### config.mk
export PLATFORM = sky130hd
export DESIGN_NAME = jam_cost_server
export DESIGN_NICKNAME = d
export VERILOG_FILES = /design/src/rtl/jam_pkg.sv /design/src/rtl/jam_cost_mem.sv /design/src/rtl/jam_cost_server.sv
export SDC_FILE = /design/constraint.sdc
export NUM_CORES = 1
export LEC_CHECK = 0
export ABC_AREA = 1
export CORE_MARGIN = 4
export CORE_UTILIZATION = 48
export DETAILED_ROUTE_END_ITERATION = 10
export PLACE_DENSITY = 0.67
export SLEW_MARGIN = 0
export SYNTH_ARGS = -nofsm -noshare
export SYNTH_HDL_FRONTEND = slang
export SYNTH_SLANG_ARGS = --single-unit
### constraint.sdc
create_clock -name CLK -period 4.7 [get_ports CLK]
set_input_delay 0.47 -clock CLK [delete_from_list [all_inputs] [get_ports CLK]]
set_output_delay 0.47 -clock CLK [all_outputs]
set_load 0.1 [all_outputs]
### src/rtl/jam_pkg.sv
// Shared widths and the controller state encoding for the JAM cost server.
package jam_pkg;

    localparam int COST_W = 7;   // one cost-table entry
    localparam int MIN_W  = 10;  // requester minimum-cost result
    localparam int CNT_W  = 4;   // requester match-count result
    localparam int IDX_W  = 6;   // flat table index, 8*W + J
    localparam int N      = 8;   // workers == jobs
    localparam int SEL_W  = 3;   // width of one W or J index

    typedef enum logic [1:0] {
        LOAD,
        SERVE,
        DONE
    } state_t;

endpackage

### src/rtl/jam_cost_mem.sv
// 64 x 7 cost table: one write port, one registered read port, no reset.
module jam_cost_mem
    import jam_pkg::*;
(
    input  logic              clk,
    input  logic              wr_en,
    input  logic [IDX_W-1:0]  wr_addr,
    input  logic [COST_W-1:0] wr_data,
    input  logic [IDX_W-1:0]  rd_addr,
    output logic [COST_W-1:0] rd_data
);

    logic [COST_W-1:0] mem_q [N*N];
    logic [COST_W-1:0] rd_data_q;

    // Table write and synchronous read; a same-address read returns the old entry.
    // NOTE: storage carries no reset so it maps onto plain RAM; the table is reloaded after every reset.
    always_ff @(posedge clk) begin
        if (wr_en) begin
            mem_q[wr_addr] <= wr_data;
        end
        rd_data_q <= mem_q[rd_addr];
    end

    assign rd_data = rd_data_q;

endmodule

### src/rtl/jam_cost_server.sv
// Cost-table server for a JAM requester: loads 64 costs, answers {W,J}
// lookups with one cycle of latency, then checks the requester's result
// against golden values once.
module jam_cost_server
    import jam_pkg::*;
(
    input  logic              CLK,
    input  logic              RST_N,
    input  logic              LD_VALID,
    output logic              LD_READY,
    input  logic [COST_W-1:0] LD_DATA,
    input  logic [SEL_W-1:0]  W,
    input  logic [SEL_W-1:0]  J,
    output logic [COST_W-1:0] Cost,
    input  logic              Valid,
    input  logic [MIN_W-1:0]  MinCost,
    input  logic [CNT_W-1:0]  MatchCount,
    input  logic [MIN_W-1:0]  EXP_MINCOST,
    input  logic [CNT_W-1:0]  EXP_MATCHCOUNT,
    output logic              SERVING,
    output logic              DONE,
    output logic              PASS
);

    // The port DONE shadows the state literal, so the literal is always package-qualified.
    state_t             state_q, state_d;
    logic [IDX_W-1:0]   idx_q, idx_d;
    logic               done_q, done_d;
    logic               pass_q, pass_d;

    logic               wr_en;
    logic [COST_W-1:0]  rd_cost;
    logic               result_match;

    // Full-width unsigned compare against the golden values.
    assign result_match = (MinCost == EXP_MINCOST) && (MatchCount == EXP_MATCHCOUNT);

    // Only LOAD-state beats reach the table; later LD_VALID traffic is dropped.
    assign wr_en = (state_q == LOAD) && LD_VALID;

    jam_cost_mem u_mem (
        .clk     (CLK),
        .wr_en   (wr_en),
        .wr_addr (idx_q),
        .wr_data (LD_DATA),
        .rd_addr ({W, J}),
        .rd_data (rd_cost)
    );

    // Next-state logic: load counter, serve, one-shot result capture.
    // NOTE: every output of this block gets a default first so no path leaves a latch behind.
    always_comb begin
        state_d = state_q;
        idx_d   = idx_q;
        done_d  = done_q;
        pass_d  = pass_q;
        case (state_q)
            LOAD: begin
                if (LD_VALID) begin
                    idx_d = idx_q + IDX_W'(1);
                    if (idx_q == IDX_W'(N*N - 1)) begin
                        state_d = SERVE;
                    end
                end
            end
            SERVE: begin
                if (Valid) begin
                    pass_d  = result_match;
                    done_d  = 1'b1;
                    state_d = jam_pkg::DONE;
                end
            end
            default: begin
                // Result already captured; hold until reset.
            end
        endcase
    end

    // State, load index and result flags; all cleared by the asynchronous reset.
    // NOTE: sequential state uses non-blocking assignment so every flop samples pre-edge values.
    always_ff @(posedge CLK or negedge RST_N) begin
        if (!RST_N) begin
            state_q <= LOAD;
            idx_q   <= '0;
            done_q  <= 1'b0;
            pass_q  <= 1'b0;
        end else begin
            state_q <= state_d;
            idx_q   <= idx_d;
            done_q  <= done_d;
            pass_q  <= pass_d;
        end
    end

    assign LD_READY = (state_q == LOAD);
    assign SERVING  = (state_q != LOAD);
    assign DONE     = done_q;
    assign PASS     = pass_q;
    // Registered table output, forced to zero while loading or in reset.
    assign Cost     = SERVING ? rd_cost : '0;

endmodule

== Word level (Yosys, flattened, before mapping) ==
Memory sizes are Yosys's and may differ from the RTL's. A register that Yosys moved wholly into a read port is not among the register bits.
Index checks and enable logic that the tools add are counted.
Widths: inputs -> output; s select.

* Memories kept: 1
* Output and inout bits: 11
* Input bits: 45
* Bits in writable memories: 448
* Register bits after elaboration: 10
* Logic and storage cells: 28

* Reduce and logical (&&, ||, !) cells: 8
* Eq/ne operators: 7
* Multiplexer cells: 7
* $add $sub $neg: 1

{| class="wikitable"
|+ Memory list
! name !! depth !! width !! read ports !! clocked after Yosys merged registers in !! write ports !! line !! RTL
|-
| u_mem.mem_q || 64 || 7 || 1 || 1 || 1 || jam_cost_mem.sv:13 || <nowiki>logic [COST_W-1:0] mem_q [N*N];</nowiki>
|}

{| class="wikitable"
|+ Operators with widths
! cell !! count
|-
| $eq 10x10->1 || 1
|-
| $mux 7 || 1
|-
| $add 6x1->6 const B || 1
|-
| $eq 6x6->1 const B || 1
|-
| $mux 2 || 3
|-
| $eq 4x4->1 || 1
|-
| $ne 2x2->1 const B || 2
|-
| $pmux 2 s2 || 1
|-
| $reduce_and 2->1 || 2
|-
| $reduce_and 4->1 || 1
|-
| $reduce_bool 2->1 || 2
|-
| $eq 2x1->1 const B || 1
|-
| $logic_and 1x1->1 || 2
|-
| $logic_not 2->1 || 1
|-
| $mux 1 || 2
|-
| $ne 2x1->1 const B || 1
|}

== Logic depth before layout (Yosys ltp) ==
Gate-level depths: netlist (run 1).

* Depth after elaboration: 4
* Depth in mapped cells: 12
* Depth with buffers taken out: 9

== Modules after synthesis ==
Synthesis (run 1) repeated with hierarchy kept, for this count alone.

* Cells, all modules: 1723
* Area total of the unflattened synthesis: 19348.6 um^2

{| class="wikitable"
|+ By module, submodules not included
! module !! cells each !! area each (um^2) !! times used !! sequential area each (um^2)
|-
| jam_cost_mem || 1590 || 18545.3 || 1 || 13593.0
|-
| jam_cost_server || 133 || 803.3 || 1 || 250.2
|}

== Worst setup path after synthesis (run 1) ==
OpenSTA, ideal clock, no wires.

* Kind: flip-flop to output port
* Start: reg state_q[0]
* End: out Cost[0]
* Buffers on the path: 1
* Arrival time: 2.465 ns
* Data required time: 4.230 ns
* Slack: 1.765 ns
* Stages on the path, launching flop included: 4
* Cells stage by stage: dfrtp_1 > nor2_1 > clkbuf_1 > nor2_1

* Cells in the longest elaborated chain, start to end: 2

{| class="wikitable"
|+ RTL lines
! item !! line !! RTL
|-
| start, declared || jam_cost_server.sv:26 || <nowiki>state_t state_q, state_d;</nowiki>
|-
| start signal, assigned || jam_cost_server.sv:88 || <nowiki>state_q <= state_d;</nowiki>
|-
| $reduce_bool 2->1 || jam_cost_server.sv:96 || <nowiki>assign SERVING = (state_q != LOAD);</nowiki>
|-
| $mux 7 || jam_cost_server.sv:100 || <nowiki>assign Cost = SERVING ? rd_cost : '0;</nowiki>
|-
| end, declared || jam_cost_server.sv:14 || <nowiki>output logic [COST_W-1:0] Cost,</nowiki>
|}

Every way passes these cells.

== Worst setup path in the final report (run 1) ==
* Start: reg state_q[0]
* End: out Cost[5]

Same word-level chain as after synthesis.

==> summary.txt, run 1 <==
Yosys
  • Synth Register Bits: 465
  • Yosys warnings: 0
  • Syn Area/Cell: 11.4 µm²
  • Post-synthesis cell area: 19200 µm²
  • Main synth FF type: edfxtp_1
  • Post-Syn Nets: 1723
  • Asr flop ratio synth: 2.15%
  • Yosys cell types: 25
  • Commonest cells post-synth: nand2_1, edfxtp_1, nand3_1
  • Post-Synthesis Cells: 1677
  • Seq/Total Area, Yosys: 72.2%
  • Number of flops mapped to enable cells by yosys: 448
  • Synth top area share: 70.2%
  • Most common cell in the netlist: nand2_1
  • Synth top area cells: edfxtp_1, nand2_1, nand3_1, nor2_1, dfrtp_1
  • Synth area leader: edfxtp_1

Global route
  • Largest net degree at the start of global routing: 169
  • First-pass GRT wire length: 70.5 mm
  • All-Layer GR Usage: 20.9%
  • Vias in the first global route: 12275
  • Grt ovf: 0
  • Initial antenna violation count: 2

Worst setup path
  • Worst r2r path cells: 6
  • Reg2reg start: state_q[1]
  • CP startpoint kind: flip-flop
  • Worst reg2reg setup slack: 1710 ps
  • Crit end category: output port
  • CP required: 4230 ps
  • CP max FO: 11
  • Worst EP arrival: 2600 ps
  • End of the worst register-to-register path: u_mem.mem_q[56][5]
  • Critical path class: flip-flop to output port

Pwr
  • Max IR drop VDD: 0.246 mV
  • PwrDens: 401 nW/µm²
  • Tot Pwr: 0.00857 W
  • Static Leakage: 7.69 nW

Run status
  • Status: completed

Routing
  • Antenna Nets Post-Route: 0
  • Initial DRC count: 1545
  • WL final: 46.2 mm
  • Vias per cell: 5.54
  • Vias: 12515
  • Pre-antenna DRT Iters: 6
  • DRC violations left: 0
  • WL/cell: 20.5 µm

Placement
  • Placed Area: 19900 µm²
  • IO Port Bufs: 55
  • Placer Congestion: 0.894
  • Pre-CTS setup slack: 1400 ps
  • Post-DP HPWL: 27.0 mm

STA
  • Unrepaired setup endpoints after global routing: no
  • Clock skew: 21.2 ps
  • Max-slew violations: 0
  • Final period util: 65.4%
  • Final Setup Violations: 0
  • Final worst setup slack: 1630 ps
  • Maximum clock rate: 325 MHz
  • Tightest Pin Transition: 1210 ps
  • Hold Vio Cnt, Final: 0
  • Slew HR: 19.2%
  • Tmin final: 3070 ps
  • Final setup TNS: 0 ps

Floorplan
  • Row count: 72
  • Die area: 43200 µm²
  • Top-Level Pins: 56
  • Core area: 39100 µm²
  • Die H: 208 µm
  • Die Wd: 208 µm
  • Initial core utilization: 49.0%

Clock network
  • Post-CTS Setup Repair Bufs: 0
  • Clock transition at the registers of the reported paths: 60 ps
  • Clk sink count: 465
  • CTS max path bufs: 3
  • Total CTS buffers: 46
  • Post-CTS Resized: 0
  • CTS tree: done
  • Hold buffer count at cts: 0
  • Clk Tree Root Cell: clkbuf_16
  • H-tree depth: 2
  • Latest clock arrival within the worst-skew pair: 570 ps

Final layout
  • Post-route cell area: 21400 µm²
  • NumNets Final: 1748
  • Layout area overhead: 11.4%
  • Share of layout cells above drive strength 1: 5.80%

Worst hold path
  • Worst Hold Class: primary input to async pin

Flow run
  • Maxcap violations: 0
[metal layers]
metal	track usage, %	share of wire (%)	up-vias
met2	33.5	47	559
met3	4.49	8.3	101
met5	0	0.043	-
li1	-	-	5889
met1	28.8	42	5964
met4	7.23	3.3	2
[critical path: stages, from the launching register on]
cell and delay [ps]:
dfrtp_1 370, nor2_1 50, buf_4 190, nor2_1 240, clkdlybuf4s50_1 1190
[through the flow]
| step | instances | util (%) | hold slack [ps] |
|---|---|---|---|
| 2_1_floorplan | 1677 | - | 174 |
| 3_3_place_gp | 2172 | 51.0 | 454 |
| 3_5_place_dp | 2172 | 51.0 | 477 |
| 4_1_cts | 2258 | 54.6 | 219 |
| 5_1_grt | 2258 | 54.6 | 241 |
| 6_report | 2259 | 54.6 | 219 |
[where the power goes]
| group | switching (W) | internal (W) | total, W |
|---|---|---|---|
| Clock | 0.00152 | 0.00193 | 0.00345 |
| Sequential | 0.00000836 | 0.00455 | 0.00456 |
| Combinational | 0.000417 | 0.000153 | 0.000569 |
[cells in the final DEF (no fill, tap or decap), drive strengths merged, types with 3 or more instances in the layout]
cell type      instances
buf                   29
xor2                   5
nor2                  80
inv                   29
nand4                  6
edfxtp               448
nand2                587
clkbuf                60
xnor2                 10
clkinv                22
clkinvlp               3
dfxtp                  7
dfrtp                 10
nand3                388
clkdlybuf4s50         45
[state kept, by name (all words and copies together), names as in the netlist]
| signal | count |
|---|---|
| u_mem.mem_q | 448 |
| u_mem.rd_data | 7 |
| idx_q | 6 |
| state_q | 2 |
| DONE | 1 |
| PASS | 1 |
[how the worst max path moves through the flow]
stage,start,to,depth (start not counted)
3_3_place_gp,LD_VALID,u_mem.mem_q[0][6],5
5_1_grt,state_q[0],Cost[4],4
4_1_cts,state_q[0],Cost[5],4
2_1_floorplan,state_q[0],Cost[0],3
3_5_place_dp,LD_VALID,u_mem.mem_q[40][0],5
6_report,state_q[0],Cost[5],4
[layout make-up]
class / instances / area, µm²
antenna: 1 / 2.50
clock buffer: 60 / 1200
clock inverter: 26 / 203
fill: 3312 / 17700
inverter: 30 / 119
multi-input combinational: 1085 / 4670
sequential: 465 / 13800
tap: 518 / 648
timing repair buffer: 74 / 664
[kinds of logic after synthesis]
family / count (synthesis) / synth area share [%]
AOI/OAI and AO/OA: 3 / 0.0783
xor gates and xnor gates: 15 / 0.685
adders and majority gates: 1 / 0.0652
buffers and inverters: 127 / 3.42
DFF: 465 / 72.2
and+or+nand+nor: 1066 / 23.6
Note: power is estimated with default switching activity, not from simulation.
==> inputs of run 2 (changes only) <==
==> constraint.sdc (replaced) <==
create_clock -name CLK -period 3.1 [get_ports CLK]
set_input_delay 0.31 -clock CLK [delete_from_list [all_inputs] [get_ports CLK]]
set_output_delay 0.31 -clock CLK [all_outputs]
set_load 0.1 [all_outputs]
==> run 2 against run 1 <==
  * Sequential cell count stayed put
  * Cell count is 0.27% higher
  * Clock power is 50% higher
  * Largest cell class unchanged
  * Largest power group unchanged
==> summary.txt, run 2 (synthesized netlist as in run 1, its figures left out) <==
Floorplan
  • Row count: 72 (unchanged)
  • Top-Level Pins: 56 (unchanged)
  • Die H: 208 µm (unchanged)
  • Die area: 43200 µm² (unchanged)
  • Initial core utilization: 49.0% (unchanged)
  • Core area: 39100 µm² (unchanged)
  • Die Wd: 208 µm (unchanged)

Routing
  • DRC violations left: 0 (unchanged)
  • Vias: 12573 (+0.46%)
  • Pre-antenna DRT Iters: 5 (-1)
  • Vias per cell: 5.55 (+0.20%)
  • WL final: 46.5 mm (+0.64%)
  • WL/cell: 20.5 µm (+0.37%)
  • Antenna Nets Post-Route: 0 (unchanged)
  • Initial DRC count: 1357 (-12%)

STA
  • Tightest Pin Transition: 973 ps (-240 ps)
  • Clock skew: 16.7 ps (-4.45 ps)
  • Final setup TNS: 0 ps (unchanged)
  • Maximum clock rate: 385 MHz
  • Unrepaired setup endpoints after global routing: no
  • Max-slew violations: 0 (unchanged)
  • Hold Vio Cnt, Final: 0 (unchanged)
  • Tmin final: 2600 ps
  • Final Setup Violations: 0 (unchanged)
  • Slew HR: 34.9% (+16 points)
  • Final period util: 83.8%

Pwr
  • Tot Pwr: 0.0129 W (+51%)
  • PwrDens: 602 nW/µm² (+50%)
  • Max IR drop VDD: 0.393 mV (+60%)
  • Static Leakage: 7.77 nW (+1.1%)

Final layout
  • Share of layout cells above drive strength 1: 6.58% (+0.78 points)
  • Most frequent cells in the layout: nand2_1, edfxtp_1, nand3_1
  • Max reg flops: 448 (unchanged)
  • NumNets Final: 1758 (+0.57%)
  • Layout area overhead: 12.0%
  • N_diodes: 0 (-1)
  • Post-route cell area: 21500 µm² (+0.58%)
  • Final core occ: 54.9% (+0.32 points)
  • Leading cell type in the layout, fill and taps excluded: nand2_1
  • Reg with most FFs: u_mem.mem_q
  • Non-filler cells, final: 2265 (+0.27%)

Global route
  • Vias in the first global route: 12108 (-1.4%)
  • First-pass GRT wire length: 70.9 mm (+0.54%)
  • Initial antenna violation count: 0 (-2)
  • Largest net degree at the start of global routing: 126 (-25%)
  • Grt ovf: 0 (unchanged)
  • All-Layer GR Usage: 21.0% (+0.12 points)

Worst setup path
  • Cell Chain, Critical Path: nor2_1, nand2_1, nor2_1, nand3_1, buf_4, nor2_1
  • Critical path class: flip-flop to flip-flop
  • Worst reg2reg setup slack: 500 ps (-1210 ps)
  • CP required: 3280 ps (-950 ps)
  • Critical path's most frequent cell: nor2_1
  • CP startpoint kind: flip-flop
  • Reg2reg start: state_q[0]
  • Worst EP arrival: 2780 ps (+180 ps)
  • CP max FO: 7 (-4)
  • End of the worst register-to-register path: u_mem.mem_q[51][3]
  • Critical path's slowest cell: nor2_1
  • CP peak stage delay: 550 ps (-640 ps)
  • Worst r2r path cells: 6 (unchanged)
  • Crit end category: flip-flop

Placement
  • Placed Area: 20100 µm² (+0.77%)
  • Post-DP HPWL: 28.1 mm (+4.0%)
  • Placer Congestion: 0.900 (+0.67%)
  • IO Port Bufs: 55 (unchanged)
  • Placed insts: 2183 (+0.51%)

Clock network
  • Clk sink count: 465 (unchanged)
  • CTS tree: done
  • Clock transition at the registers of the reported paths: 60 ps (about the same)
  • Post-CTS Setup Repair Bufs: 0 (unchanged)
  • Total CTS buffers: 45 (-2.2%)
  • Post-CTS Resized: 0 (unchanged)
  • Hold buffer count at cts: 0 (unchanged)
  • CTS max path bufs: 3 (unchanged)
  • Clk Tree Root Cell: clkbuf_16
  • Latest clock arrival within the worst-skew pair: 550 ps (-20 ps)
  • H-tree depth: 2 (unchanged)

Flow run
  • Maxcap violations: 0 (unchanged)

Run status
  • Status: completed

Worst hold path
  • Worst Hold Class: primary input to async pin
## run 2: layer usage
layer | track usage, % | vias to the layer above | wire, µm
met3 | 2.98 | 73 | 3770
li1 | - | 5897 | -
met5 | 0 | - | 0
met1 | 30.3 | 6050 | 19600
met4 | 6.05 | 0 | 1190
met2 | 33.9 | 553 | 21900
## run 2: worst max-delay path, delay by kind of cell (launching register included)
family	cells	cell delay, ps
AND/OR/NAND/NOR	5	1480
flip-flops	1	390
buffers and inverters	1	350
## run 2: final cells by class
| type | instances | area (µm²) |
|---|---|---|
| Fill cell | 3317 | 17600 |
| Sequential cell | 465 | 13800 |
| Tap cell | 518 | 648 |
| Clock inverter | 16 | 135 |
| Clock buffer | 66 | 1240 |
| Multi-Input combinational cell | 1085 | 4670 |
| Inverter | 30 | 119 |
| Timing Repair Buffer | 85 | 817 |
## run 2: worst max path at each step
stage                     from                 end  cells past startpoint
CTS                 state_q[0]  u_mem.mem_q[51][3]                      6
floorplan           state_q[0]             Cost[0]                      3
finish              state_q[0]  u_mem.mem_q[51][3]                      6
global route        state_q[1]  u_mem.mem_q[51][3]                      6
detailed placement    LD_VALID  u_mem.mem_q[51][2]                      6
global placement      LD_VALID  u_mem.mem_q[51][6]                      6
## run 2: report_power, final
group	leakage, nW	switching (W)	internal (W)
Sequential	4.20	0.00000316	0.00689
Combinational	2.90	0.000641	0.000241
Clock	0.676	0.00221	0.00295
Total	7.77	0.00285	0.0101
## run 2: stage by stage
step	worst slack, ps	hold WS, ps
after floorplan	325	14.4
after global placement	309	454
after detailed placement	295	452
after CTS	570	64.3
after global routing	352	106
final	501	69.2
